## src/rtl/input_spike_encoder_if.sv

```systemverilog
// Encoder-side bus: pixel memory read port, scheduler push port and step/sample control.
// Optional SPIKE_CNT signal is present only when ENC_SPIKE_CNT_EN is defined.
interface input_spike_encoder_if #(
  parameter int ADDR_W = 10,
  parameter int DATA_W = 8,
  parameter int TS_W   = 3
);
  logic              START;
  logic              PIXEL_RD_EN;
  logic [ADDR_W-1:0] PIXEL_RD_ADDR;
  logic [DATA_W-1:0] PIXEL_RD_DATA;
  logic              SCHED_FULL;
  logic              CTRL_SCHED_EVENT_IN;
  logic [ADDR_W-1:0] CTRL_SCHED_ADDR;
  logic [1:0]        CTRL_SCHED_VIRTS;
  logic              CORE_TS_ACK;
  logic [TS_W-1:0]   TS_IDX;
  logic              TS_DONE;
  logic              ENC_BUSY;
  logic              ENC_DONE;
`ifdef ENC_SPIKE_CNT_EN
  logic [15:0]       SPIKE_CNT;
`endif

  modport master (
    input  START, PIXEL_RD_DATA, SCHED_FULL, CORE_TS_ACK,
    output PIXEL_RD_EN, PIXEL_RD_ADDR, CTRL_SCHED_EVENT_IN, CTRL_SCHED_ADDR,
           CTRL_SCHED_VIRTS, TS_IDX, TS_DONE, ENC_BUSY, ENC_DONE
`ifdef ENC_SPIKE_CNT_EN
    , output SPIKE_CNT
`endif
  );

  modport slave (
    output START, PIXEL_RD_DATA, SCHED_FULL, CORE_TS_ACK,
    input  PIXEL_RD_EN, PIXEL_RD_ADDR, CTRL_SCHED_EVENT_IN, CTRL_SCHED_ADDR,
           CTRL_SCHED_VIRTS, TS_IDX, TS_DONE, ENC_BUSY, ENC_DONE
`ifdef ENC_SPIKE_CNT_EN
    , input SPIKE_CNT
`endif
  );
endinterface

```

## src/rtl/input_spike_encoder.sv

```systemverilog
// Rate-codes pixel intensities into AER spike events with a 16-bit Galois LFSR, one marker per step.
// Define ENC_SPIKE_CNT_EN to add the saturating SPIKE_CNT output.
module input_spike_encoder #(
  parameter int          TIME_STEP           = 8,
  parameter int          INPUT_NEURON        = 784,
  parameter int          PRE_NEUR_ADDR_WIDTH = 10,
  parameter int          PRE_NEUR_DATA_WIDTH = 8,
  parameter logic [15:0] LFSR_SEED           = 16'hACE1
) (
  input logic                   CLK,
  input logic                   RSTN,
  input_spike_encoder_if.master bus
);
  localparam int          AW         = PRE_NEUR_ADDR_WIDTH;
  localparam int          DW         = PRE_NEUR_DATA_WIDTH;
  localparam int          TS_W       = (TIME_STEP > 1) ? $clog2(TIME_STEP) : 1;
  localparam logic [15:0] LFSR_MASK  = 16'hB400;

  typedef enum logic [2:0] {IDLE, READ, CMP, EOT, WAIT_ACK} state_t;

  state_t          state_reg;
  logic [AW-1:0]   neuron_reg;
  logic [TS_W-1:0] ts_idx_reg;
  logic [15:0]     lfsr_reg;
  logic [15:0]     lfsr_next;
  logic [DW-1:0]   pix_reg;
  logic            cmp_first_reg;
  logic            busy_reg;
  logic            done_reg;

  logic [DW-1:0]   pix_val;
  logic            spike;
  logic            spike_push;
  logic            eot_push;
  logic            cmp_stall;
  logic            last_neuron;
  logic            last_ts;

  // Right-shifting Galois step: feedback bit lfsr_reg[0] is XORed into the mask taps.
  generate
    for (genvar gi = 0; gi < 16; gi++) begin : g_lfsr
      if (gi == 15) begin : g_top
        assign lfsr_next[gi] = LFSR_MASK[gi] & lfsr_reg[0];
      end else begin : g_mid
        assign lfsr_next[gi] = lfsr_reg[gi+1] ^ (LFSR_MASK[gi] & lfsr_reg[0]);
      end
    end
  endgenerate

  // Memory data is only live on the first CMP cycle; later stall cycles use the captured copy.
  assign pix_val     = cmp_first_reg ? bus.PIXEL_RD_DATA : pix_reg;
  assign spike       = pix_val > lfsr_reg[DW-1:0];
  assign cmp_stall   = (state_reg == CMP) && spike && bus.SCHED_FULL;
  assign spike_push  = (state_reg == CMP) && spike && !bus.SCHED_FULL;
  assign eot_push    = (state_reg == EOT) && !bus.SCHED_FULL;
  assign last_neuron = (neuron_reg == AW'(INPUT_NEURON - 1));
  assign last_ts     = (ts_idx_reg == TS_W'(TIME_STEP - 1));

  assign bus.PIXEL_RD_EN         = (state_reg == READ);
  assign bus.PIXEL_RD_ADDR       = (state_reg == READ) ? neuron_reg : '0;
  assign bus.CTRL_SCHED_EVENT_IN = spike_push || eot_push;
  assign bus.CTRL_SCHED_ADDR     = (state_reg == CMP) ? neuron_reg : '0;
  assign bus.CTRL_SCHED_VIRTS    = (state_reg == EOT) ? 2'b01 : 2'b00;
  assign bus.TS_IDX              = ts_idx_reg;
  assign bus.TS_DONE             = eot_push;
  assign bus.ENC_BUSY            = busy_reg;
  assign bus.ENC_DONE            = done_reg;

  always_ff @(posedge CLK or negedge RSTN) begin
    if (!RSTN) begin
      state_reg     <= IDLE;
      neuron_reg    <= '0;
      ts_idx_reg    <= '0;
      lfsr_reg      <= LFSR_SEED;
      pix_reg       <= '0;
      cmp_first_reg <= 1'b0;
      busy_reg      <= 1'b0;
      done_reg      <= 1'b0;
    end else begin
      done_reg <= 1'b0;
      case (state_reg)
        IDLE: begin
          if (bus.START) begin
            state_reg  <= READ;
            neuron_reg <= '0;
            ts_idx_reg <= '0;
            lfsr_reg   <= LFSR_SEED;
            busy_reg   <= 1'b1;
          end
        end
        READ: begin
          state_reg     <= CMP;
          cmp_first_reg <= 1'b1;
        end
        CMP: begin
          cmp_first_reg <= 1'b0;
          if (cmp_first_reg) begin
            pix_reg <= bus.PIXEL_RD_DATA;
          end
          if (!cmp_stall) begin
            lfsr_reg <= lfsr_next;
            if (last_neuron) begin
              state_reg <= EOT;
            end else begin
              neuron_reg <= neuron_reg + AW'(1);
              state_reg  <= READ;
            end
          end
        end
        EOT: begin
          if (!bus.SCHED_FULL) begin
            state_reg <= WAIT_ACK;
          end
        end
        WAIT_ACK: begin
          if (bus.CORE_TS_ACK) begin
            if (last_ts) begin
              done_reg  <= 1'b1;
              busy_reg  <= 1'b0;
              state_reg <= IDLE;
            end else begin
              ts_idx_reg <= ts_idx_reg + TS_W'(1);
              neuron_reg <= '0;
              state_reg  <= READ;
            end
          end
        end
        default: state_reg <= IDLE;
      endcase
    end
  end

`ifdef ENC_SPIKE_CNT_EN
  logic [15:0] spike_cnt_reg;

  always_ff @(posedge CLK or negedge RSTN) begin
    if (!RSTN) begin
      spike_cnt_reg <= '0;
    end else if ((state_reg == IDLE) && bus.START) begin
      spike_cnt_reg <= '0;
    end else if (spike_push && (spike_cnt_reg != 16'hFFFF)) begin
      spike_cnt_reg <= spike_cnt_reg + 16'd1;
    end
  end

  assign bus.SPIKE_CNT = spike_cnt_reg;
`endif
endmodule

```

## src/flat_wrapper.sv

```systemverilog
// flat-port wrapper written by rule: the top's interface ports become plain ports
module input_spike_encoder_flat 
#(
  parameter int          TIME_STEP           = 8,
  parameter int          INPUT_NEURON        = 784,
  parameter int          PRE_NEUR_ADDR_WIDTH = 10,
  parameter int          PRE_NEUR_DATA_WIDTH = 8,
  parameter logic [15:0] LFSR_SEED           = 16'hACE1
)
  (CLK, RSTN, bus_START, bus_PIXEL_RD_DATA, bus_SCHED_FULL, bus_CORE_TS_ACK, bus_PIXEL_RD_EN, bus_PIXEL_RD_ADDR, bus_CTRL_SCHED_EVENT_IN, bus_CTRL_SCHED_ADDR, bus_CTRL_SCHED_VIRTS, bus_TS_IDX, bus_TS_DONE, bus_ENC_BUSY, bus_ENC_DONE);
  input_spike_encoder_if #(.ADDR_W((10)), .DATA_W((8)), .TS_W((3))) bus_i ();
  input logic CLK;
  input logic RSTN;
  input wire logic [$bits(bus_i.START)-1:0] bus_START;
  input wire logic [$bits(bus_i.PIXEL_RD_DATA)-1:0] bus_PIXEL_RD_DATA;
  input wire logic [$bits(bus_i.SCHED_FULL)-1:0] bus_SCHED_FULL;
  input wire logic [$bits(bus_i.CORE_TS_ACK)-1:0] bus_CORE_TS_ACK;
  output wire logic [$bits(bus_i.PIXEL_RD_EN)-1:0] bus_PIXEL_RD_EN;
  output wire logic [$bits(bus_i.PIXEL_RD_ADDR)-1:0] bus_PIXEL_RD_ADDR;
  output wire logic [$bits(bus_i.CTRL_SCHED_EVENT_IN)-1:0] bus_CTRL_SCHED_EVENT_IN;
  output wire logic [$bits(bus_i.CTRL_SCHED_ADDR)-1:0] bus_CTRL_SCHED_ADDR;
  output wire logic [$bits(bus_i.CTRL_SCHED_VIRTS)-1:0] bus_CTRL_SCHED_VIRTS;
  output wire logic [$bits(bus_i.TS_IDX)-1:0] bus_TS_IDX;
  output wire logic [$bits(bus_i.TS_DONE)-1:0] bus_TS_DONE;
  output wire logic [$bits(bus_i.ENC_BUSY)-1:0] bus_ENC_BUSY;
  output wire logic [$bits(bus_i.ENC_DONE)-1:0] bus_ENC_DONE;
  assign bus_i.START = bus_START;
  assign bus_i.PIXEL_RD_DATA = bus_PIXEL_RD_DATA;
  assign bus_i.SCHED_FULL = bus_SCHED_FULL;
  assign bus_i.CORE_TS_ACK = bus_CORE_TS_ACK;
  assign bus_PIXEL_RD_EN = bus_i.PIXEL_RD_EN;
  assign bus_PIXEL_RD_ADDR = bus_i.PIXEL_RD_ADDR;
  assign bus_CTRL_SCHED_EVENT_IN = bus_i.CTRL_SCHED_EVENT_IN;
  assign bus_CTRL_SCHED_ADDR = bus_i.CTRL_SCHED_ADDR;
  assign bus_CTRL_SCHED_VIRTS = bus_i.CTRL_SCHED_VIRTS;
  assign bus_TS_IDX = bus_i.TS_IDX;
  assign bus_TS_DONE = bus_i.TS_DONE;
  assign bus_ENC_BUSY = bus_i.ENC_BUSY;
  assign bus_ENC_DONE = bus_i.ENC_DONE;
  input_spike_encoder #(.TIME_STEP(TIME_STEP), .INPUT_NEURON(INPUT_NEURON), .PRE_NEUR_ADDR_WIDTH(PRE_NEUR_ADDR_WIDTH), .PRE_NEUR_DATA_WIDTH(PRE_NEUR_DATA_WIDTH), .LFSR_SEED(LFSR_SEED)) u_core (.CLK(CLK), .RSTN(RSTN), .bus(bus_i));
endmodule
```

## config.mk

```make
export PLATFORM = sky130hd
export DESIGN_NAME = input_spike_encoder_flat
export DESIGN_NICKNAME = d
export VERILOG_FILES = /design/src/rtl/input_spike_encoder_if.sv /design/src/rtl/input_spike_encoder.sv /design/src/flat_wrapper.sv
export SDC_FILE = /design/constraint.sdc
export NUM_CORES = 1
export LEC_CHECK = 0
export BUFFER_PORTS_ARGS = -buffer_cell sky130_fd_sc_hd__buf_2
export CORE_ASPECT_RATIO = 0.6
export CORE_MARGIN = 2
export CORE_UTILIZATION = 45
export DETAILED_ROUTE_END_ITERATION = 7
export PLACE_DENSITY = 0.68
export SKIP_CTS_REPAIR_TIMING = 1
export SYNTH_ARGS = -nofsm -noshare
export SYNTH_HDL_FRONTEND = slang
export SYNTH_SLANG_ARGS = --single-unit
```

## constraint.sdc

```tcl
create_clock -name CLK -period 3 [get_ports CLK]
set_clock_uncertainty 0.05 [all_clocks]
set_input_delay 0.45 -clock CLK [delete_from_list [all_inputs] [get_ports CLK]]
set_output_delay 0.45 -clock CLK [all_outputs]
set_load 0.03 [all_outputs]
```

==> metrics, run 1 <==
startpoint types flip-flop; Port-buffer cells 41; pwr/cell area 860 nW/µm²; ant diodes 0; fin nets 335; max reg flops 16; Leak 1.58 nW; WL met1 3.00 mm; crit path from u_core.cmp_first_reg; Initial DRC Count 120; yosys warns 0; Starting Density 46.1%; final worst-path cycle share 101%; Vias per Instance 5.41; Post-DRT Antenna Nets 0; grt ovf 0; # clock sinks 43; async set-reset flop share out of synthesis 100%; Root Driver clkbuf_8; Post-Syn Nets 285; Max Used Layer met4; Worst Path Max Fanout 7; Worst Hold Class in2async; Routed WL per cell 15.1 µm; IO Count 43; Hold Violations, Final 0; slew margin rel. 35.2%; Slew @ Worst Pin 0.973 ns; CTS tree built; Pre-antenna DRT Iters 4; initial antenna violation count 0; DRC Markers 0; Critical Path AT 2.52 ns; Worst Path Required 2.50 ns; largest net degree at the start of global routing 44; cells after synthesis 261; worst skew pair latency 0.29 ns; Met3 Routed Length 345 µm; Die X 101 µm; RR Startpoint u_core.cmp_first_reg; Final Slew Violations 0; clock buffer depth 2; CTS buffer count 5; Synth cell types 47; gr usage total 19.2%; vias 2,060; share of layout cells above drive strength 1 31.4%; Layout area overhead 21.9%; RSZ-0062 raised after global routing true; clock-pin slew on the worst setup and hold paths 0.08 ns; minimum clock period 3.02 ns; Worst Setup Slack, final -0.0236 ns; failing checks negative setup slack; Post-Syn Area 2530 µm²; Main synth FF type dfrtp_1; Setup Crit Path Kind reg2out; Final setup viols 1; pre-CTS worst setup slack 0.0845 ns; Rows 21; total die area 6260 µm²; Critical Path End Type output port; syn_area_per_cell 9.70 µm²; core area 5490 µm²; f_max 331 MHz; EDFF count, synth 0; Placer Congestion 0.774; Max-Cap Viols 0; WL final 5.76 mm; flops & latches, synth 43; status finished, violations left; total power draw 0.00265 W; first-pass GRT wire length 9.54 mm; DR WL met2 2.36 mm; sequential fraction of the synthesis area 42.9%; number of global-route vias before repair 1,933; H-tree Lvls 2; die height 62.1 µm; HPWL after detailed placement 3.92 mm; VDD IR max 0.000385 V
-- final cells by class --
class                           count  area, µm²
Multi-Input combinational cell    189       1420
Fill cell                         503       2400
Sequential cell                    43       1090
Clock inverter                      1       5.00
Inverter                           15       56.3
Tap cell                           69       86.3
Timing Repair Buffer               57        343
Clock buffer                        7       86.3
-- path summary, 6_finish.rpt --
kind                            slack [ns]  cells past startpoint                       to
worst min-delay path                  0.25                      1      u_core.state_reg[2]
worst max register to register        0.09                      9     u_core.neuron_reg[3]
min in group CLK                      0.33                      2      u_core.state_reg[2]
worst max-delay path                 -0.02                      8  bus_CTRL_SCHED_EVENT_IN
max in group asynchronous             1.98                      1     u_core.cmp_first_reg
worst min register to register        0.42                      2        u_core.pix_reg[5]
-- per-stage QoR --
step                utilization [%]  TNS [ns]  cell area [µm²]  instances  hold slack (ns)
finish                         56.2   -0.0236             3090        381            0.249
global route                   56.2    -0.328             3090        381            0.332
CTS                            53.3    -0.237             2930        375            0.292
detailed placement             51.6         0             2840        367            0.408
global placement               51.6         0             2840        367            0.407
floorplan                         -         0             2540        261            0.104
-- metal layers --
metal,GRT usage (%),vias to the layer above
li1,-,1001
met1,29.8,997
met2,27.4,56
met3,4.05,6
met4,4.11,0
met5,0,-
-- cell families after synthesis --
logic type,Yosys count,share of synthesized area (%)
AND/OR/NAND/NOR,103,20.4
other,1,0.148
adder cells (fa/ha/maj),11,5.43
multiplexers,26,10.9
buffers and inverters,29,4.89
XOR/XNOR,3,1.04
AO/OA/AOI/OAI,45,14.3
flip-flops,43,42.9
-- critical path, stage by stage, from the launching register on --
cell and delay, ns:
dfrtp_2 0.46, buf_4 0.15, mux2_2 0.36, ha_4 0.28
o211ai_1 0.14, a2111oi_4 0.46, a31oi_4 0.06, a21oi_2 0.18
buf_6 0.15
-- power by group --
group	leakage (nW)	internal, W	switching (W)	total (W)
logic	0.985	0.000604	0.000737	0.00134
clock network	0.0482	0.000186	0.000194	0.000380
registers	0.545	0.000766	0.000166	0.000933
total	1.58	0.00156	0.00110	0.00265
-- layout by cell type, fill, tap and decap left out, types with 6 or more instances in the layout --
cell type / instances
a21oi_1: 6
and2_1: 11
and3_1: 15
buf_2: 40
buf_4: 13
clkbuf_8: 6
dfrtp_1: 34
dfstp_2: 8
ha_1: 6
inv_1: 15
mux2_2: 8
mux2i_1: 14
nand2_1: 41
nor2_1: 11
o21ai_0: 9
-- synthesized netlist by cell type (5+ instances only) --
library cell	instances	area, µm²
nand2_1	41	154
dfrtp_1	35	876
and3_1	15	93.8
inv_1	15	56.3
mux2i_1	14	140
mux2_2	12	135
and2_1	11	68.8
ha_1	11	138
nor2_1	11	41.3
clkbuf_1	9	33.8
o21ai_0	9	45.0
dfstp_2	8	210
a21oi_1	7	35.0
nand2b_1	5	31.3
nand3_1	5	25.0
Power figures use the tool's default switching activity.
==> run 2, diff against run 1 <==
Settings changed: PLACE_DENSITY 0.68 to 0.78.
==> metrics, run 2 (same netlist as run 1, synthesis figures left out) <==
status finished, violations left; failing checks negative setup slack; leading cell type in the layout, fill and taps excluded nand2_1; commonest cells after routing, fill and taps aside nand2_1 (41), buf_2 (40), dfrtp_1 (34); Flop pwr share 36.4% (+1.2 points); Hold WS 0.243 ns (-0.00666 ns); post-layout util 54.4% (-1.8 points); slew margin rel. 37.1% (+1.9 points); Met3 Routed Length 389 µm (+13%); Placer Congestion 0.799 (+3.2%); CP cell instances buf_6 > mux2_4 > ha_4 > nor2b_1 > o211ai_1 > a2111oi_4 > a31oi_4 > a21oi_2 > buf_6; Max Used Layer met4; slowest CP cell dfrtp_2; Post-DRT Antenna Nets 0 (unchanged); Initial DRC Count 161 (+34%); Final Slew Violations 0 (unchanged); Pre-antenna DRT Iters 4 (unchanged); WL final 5.67 mm (-1.6%); Slew @ Worst Pin 0.944 ns (-0.0291 ns); IO Count 43 (unchanged); Routed WL per cell 15.0 µm (-0.80%); WP buf/inv 2 (unchanged); WL met1 2.78 mm (-7.2%); number of cells after detailed placement 364 (-0.82%); minimum clock period 3.01 ns (-0.0149 ns); DRC Markers 0 (unchanged); # clock sinks 43 (unchanged); Hold Violations, Final 0 (unchanged); Rows 21 (unchanged); Setup Crit Path Kind reg2out; CTS tree built; vias 2,089 (+1.4%); ant diodes 0 (unchanged); RR Startpoint u_core.cmp_first_reg; initial antenna violation count 0 (unchanged); Port-buffer cells 41 (unchanged); most frequent CP cell buf_6; Net Sw Frac 41.7% (+0.34 points); Comb pwr share 48.4% (-2.1 points); share of layout cells above drive strength 1 29.4% (-2.0 points); Final Non-Filler Cells 378 (-0.79%); switching pwr 0.00106 W (-3.2%); Worst Path Max Fanout 3 (-4); clock-pin slew on the worst setup and hold paths 0.08 ns (about the same); core area 5490 µm² (unchanged); VDD IR max 0.000316 V (-18%); CTS buffer count 5 (unchanged); Final setup viols 1 (unchanged); grt ovf 0 (unchanged); Multi-input gate area 1350 µm² (-4.8%); first-pass GRT wire length 9.27 mm (-2.7%); Pint 0.00149 W (-4.6%); RSZ-0062 raised after global routing true; die height 62.1 µm (unchanged); H-tree Lvls 2 (unchanged); Max-Cap Viols 0 (unchanged); DP Area 2810 µm² (-0.79%); max reg flops 16 (unchanged); Worst Path Required 2.50 ns (about the same); startpoint types flip-flop; Vias per Instance 5.53 (+2.2%); Root Driver clkbuf_8; worst skew pair latency 0.30 ns (about the same); Worst Setup Slack, final -0.00875 ns (+0.0149 ns); Critical Path Stages 9 (+1); setup slack, reg-to-reg 0.10 ns (about the same); Slowest Stage Delay on Critical Path 0.42 ns (-0.04 ns); DR WL met2 2.42 mm (+2.5%); Critical Path AT 2.51 ns (about the same); number of global-route vias before repair 1,926 (-0.36%); total power draw 0.00255 W (-4.0%); f_max 332 MHz (+0.49%); Sequential Area 1090 µm² (unchanged); share of total power in the clock network 15.2% (+0.9 points); Layout area overhead 18.0%; post-route cell area 2990 µm² (-3.2%); HPWL after detailed placement 3.96 mm (+0.86%); total die area 6260 µm² (unchanged); Starting Density 46.1% (unchanged); largest net degree at the start of global routing 44 (unchanged); fill count 483 (-4.0%); Die X 101 µm (unchanged); worst r2r path cells 11 (+2); Leak 1.54 nW (-2.1%); worst r2r dst u_core.lfsr_reg[3]; fin nets 332 (-0.90%); final worst-path cycle share 100% (-0.50 points); gr usage total 18.7% (-0.54 points); Critical Path End Type output port; Worst Hold Class in2async; pwr/cell area 852 nW/µm² (-0.84%); clock buffer depth 2 (unchanged); Crit path max-delay family compound AO/OA/AOI/OAI gates
run 2: changes by cell type in the layout (fill, tap and decap cells not counted):
cell	previous run	this run
nor2b_2	1	0
and4_1	1	0
and4_4	0	1
nor2b_1	3	4
buf_6	4	2
mux2_2	8	11
ha_1	6	10
mux2_4	4	1
buf_4	13	12
a21oi_2	1	2
a21oi_4	1	0
ha_4	5	1
run 2: how the worst max path moves through the flow:
stage / start / endpoint / slack [ns]
global placement: u_core.cmp_first_reg / bus_CTRL_SCHED_EVENT_IN / 0.20
global route: u_core.cmp_first_reg / bus_CTRL_SCHED_EVENT_IN / -0.09
CTS: u_core.cmp_first_reg / bus_CTRL_SCHED_EVENT_IN / -0.22
floorplan: u_core.cmp_first_reg / bus_CTRL_SCHED_EVENT_IN / 0.17
finish: u_core.cmp_first_reg / bus_CTRL_SCHED_EVENT_IN / -0.009
detailed placement: u_core.cmp_first_reg / u_core.lfsr_reg[3] / 0.07
run 2: final cells by class:
class,count,share of cell area [%]
clock buffers,7,2.89
clock inverters,1,0.168
inverters,15,1.88
multi-input cells,189,45.3
flip-flops and latches,43,36.4
well taps,69,2.89
repair buffers,54,10.5
run 2: per-layer routing:
| layer | vias up | global-route usage, % |
|---|---|---|
| li1 | 999 | - |
| met3 | 11 | 5.74 |
| met5 | - | 0 |
| met1 | 1007 | 27.4 |
| met2 | 72 | 26.2 |
| met4 | 0 | 5.99 |
run 2: power groups by stage:
stage	Sequential (W)	Combinational [W]	Clock, W
floorplan	0.000871	0.000904	0
global placement	0.000936	0.00109	0
detailed placement	0.000943	0.00113	0
CTS	0.000936	0.00114	0.000397
global route	0.000949	0.00136	0.000424
finish	0.000926	0.00123	0.000388
run 2: metrics by stage:
stage | setup TNS, ns | worst slack [ns]
global route | -0.167 | -0.0907
global placement | 0 | 0.197
CTS | -0.215 | -0.215
detailed placement | 0 | 0.0684
finish | -0.00875 | -0.00875
floorplan | 0 | 0.166
run 2: worst reg2reg max path: cells and delay by family (launching register included):
kind | cells | cell delay (ns)
flops | 1 | 0.42
compound gates | 4 | 0.85
fa+ha+maj | 1 | 0.27
mux | 2 | 0.54
buf+inv | 3 | 0.57
simple gates | 1 | 0.13
==> run 3, diff against run 2 <==
Settings changed: CTS_BUF_LIST set to sky130_fd_sc_hd__clkbuf_4, PLACE_DENSITY 0.78 to 0.75.
Clock period 3 ns to 3.48 ns, I/O delays scaled along.
==> metrics, run 3 (same netlist as run 1, synthesis figures left out) <==
status finished clean; Critical Path AT 2.70 ns (+0.19 ns); first-pass GRT wire length 9.20 mm (-0.74%); IO Count 43 (unchanged); Vias per Instance 5.32 (-3.8%); Final Slew Violations 0 (unchanged); DP Area 2790 µm² (-0.93%); Hold Violations, Final 0 (unchanged); fin nets 323 (-2.7%); Worst Path Required 2.91 ns (+0.41 ns); Final setup viols 0 (-1); final worst-path cycle share 93.9%; Max Used Layer met4; Setup Crit Path Kind reg2out; total die area 6260 µm² (unchanged); pwr/cell area 706 nW/µm² (-17%); Rows 21 (unchanged); Starting Density 46.1% (unchanged); startpoint types flip-flop; Layout area overhead 12.4%; WL final 5.48 mm (-3.4%); clock buffer depth 2 (unchanged); DRC Markers 0 (unchanged); Worst Path Max Fanout 9 (+6); total power draw 0.00201 W (-21%); RSZ-0062 raised after global routing false; H-tree Lvls 2 (unchanged); DR WL met2 2.18 mm (-9.8%); Port-buffer cells 41 (unchanged); clock-pin slew on the worst setup and hold paths 0.13 ns (+0.05 ns); Worst Setup Slack, final 0.213 ns (+0.221 ns); minimum clock period 3.27 ns; share of layout cells above drive strength 1 26.7% (-2.8 points); post-route cell area 2850 µm² (-4.8%); worst skew pair latency 0.37 ns (+0.07 ns); number of global-route vias before repair 1,858 (-3.5%); fill count 524 (+8.5%); max reg flops 16 (unchanged); vias 1,962 (-6.1%); pre-CTS worst setup slack 0.354 ns (+0.285 ns); Routed WL per cell 14.8 µm (-1.0%); gr usage total 18.9% (+0.18 points); # clock sinks 43 (unchanged); ant diodes 0 (unchanged); WL met1 2.90 mm (+4.2%); VDD IR max 0.000279 V (-12%); TNS Setup 0 ns (+0.00875 ns); initial antenna violation count 0 (unchanged); grt ovf 0 (unchanged); Worst Hold Class in2async; slew margin rel. 38.2% (+1.1 points); Met3 Routed Length 299 µm (-23%); Root Driver clkbuf_4; Max-Cap Viols 0 (unchanged); setup slack, reg-to-reg 0.45 ns (+0.35 ns); Placer Congestion 0.826 (+3.4%); die height 62.1 µm (unchanged); CTS tree built; Leak 1.48 nW (-4.2%); Pre-antenna DRT Iters 4 (unchanged); f_max 306 MHz; largest net degree at the start of global routing 44 (unchanged); Die X 101 µm (unchanged); Initial DRC Count 160 (-0.62%); Critical Path End Type output port; Slew @ Worst Pin 0.928 ns (-0.0159 ns); Post-DRT Antenna Nets 0 (unchanged); CTS buffer count 5 (unchanged); core area 5490 µm² (unchanged); commonest cells after routing, fill and taps aside nand2_1 (41), buf_2 (41), dfrtp_1 (34); HPWL after detailed placement 3.94 mm (-0.38%)
[run 3: cell types whose count changed in the layout (fill, tap and decap cells not counted), moves of 2 or more]
cell | before | now
buf_4 | 12 | 4
clkbuf_4 | 0 | 7
clkbuf_8 | 6 | 0
buf_6 | 2 | 0
[run 3: worst max-delay path, cell delays in order, from the launching register on]
cell and delay, ns:
dfrtp_2 0.49, mux2_2 0.38, ha_1 0.29, nor2b_1 0.12
o211ai_1 0.13, a2111oi_4 0.39, a31oi_2 0.12, a21oi_1 0.20
buf_2 0.21
[run 3: per-stage QoR]
| stage | std cells | utilization (%) | hold slack, ns |
|---|---|---|---|
| finish | 369 | 51.8 | 0.223 |
| global route | 369 | 51.8 | 0.300 |
| CTS | 369 | 51.8 | 0.261 |
| detailed placement | 361 | 50.7 | 0.413 |
| global placement | 361 | 50.7 | 0.409 |
| floorplan | 261 | - | 0.176 |
[run 3: final timing paths]
| path | startpoint | to | cells after the start |
|---|---|---|---|
| setup / recovery | u_core.cmp_first_reg | bus_CTRL_SCHED_EVENT_IN | 8 |
| hold / removal | RSTN | u_core.bus.ENC_DONE | 1 |
| setup reg to reg | u_core.cmp_first_reg | u_core.neuron_reg[3] | 8 |
| hold reg to reg | u_core.lfsr_reg[15] | u_core.lfsr_reg[15] | 2 |
| max in group asynchronous | RSTN | u_core.cmp_first_reg | 1 |
| min in group CLK | bus_CORE_TS_ACK | u_core.state_reg[2] | 2 |
[run 3: area by class of cell]
| cell class | instances | area [µm²] | share of cell area, % |
|---|---|---|---|
| tap | 69 | 86.3 | 3.03 |
| sequential | 43 | 1090 | 38.2 |
| inverter | 15 | 56.3 | 1.98 |
| clock buffer | 7 | 52.6 | 1.85 |
| clock inverter | 1 | 5.00 | 0.176 |
| timing repair buffer | 45 | 235 | 8.27 |
| multi-input combinational | 189 | 1320 | 46.5 |
[run 3: power by group]
part           total, W  switching, W  internal, W  leakage, nW
logic          0.000944      0.000560     0.000384        0.899
registers      0.000808      0.000147     0.000660        0.545
clock network  0.000257      0.000162    0.0000945       0.0361
total           0.00201      0.000870      0.00114         1.48
[run 3: layer usage]
layer | track usage (%) | vias to the layer above
met1 | 28.5 | 923
met5 | 0 | -
met3 | 3.83 | 10
met4 | 7.36 | 0
li1 | - | 981
met2 | 26.3 | 48
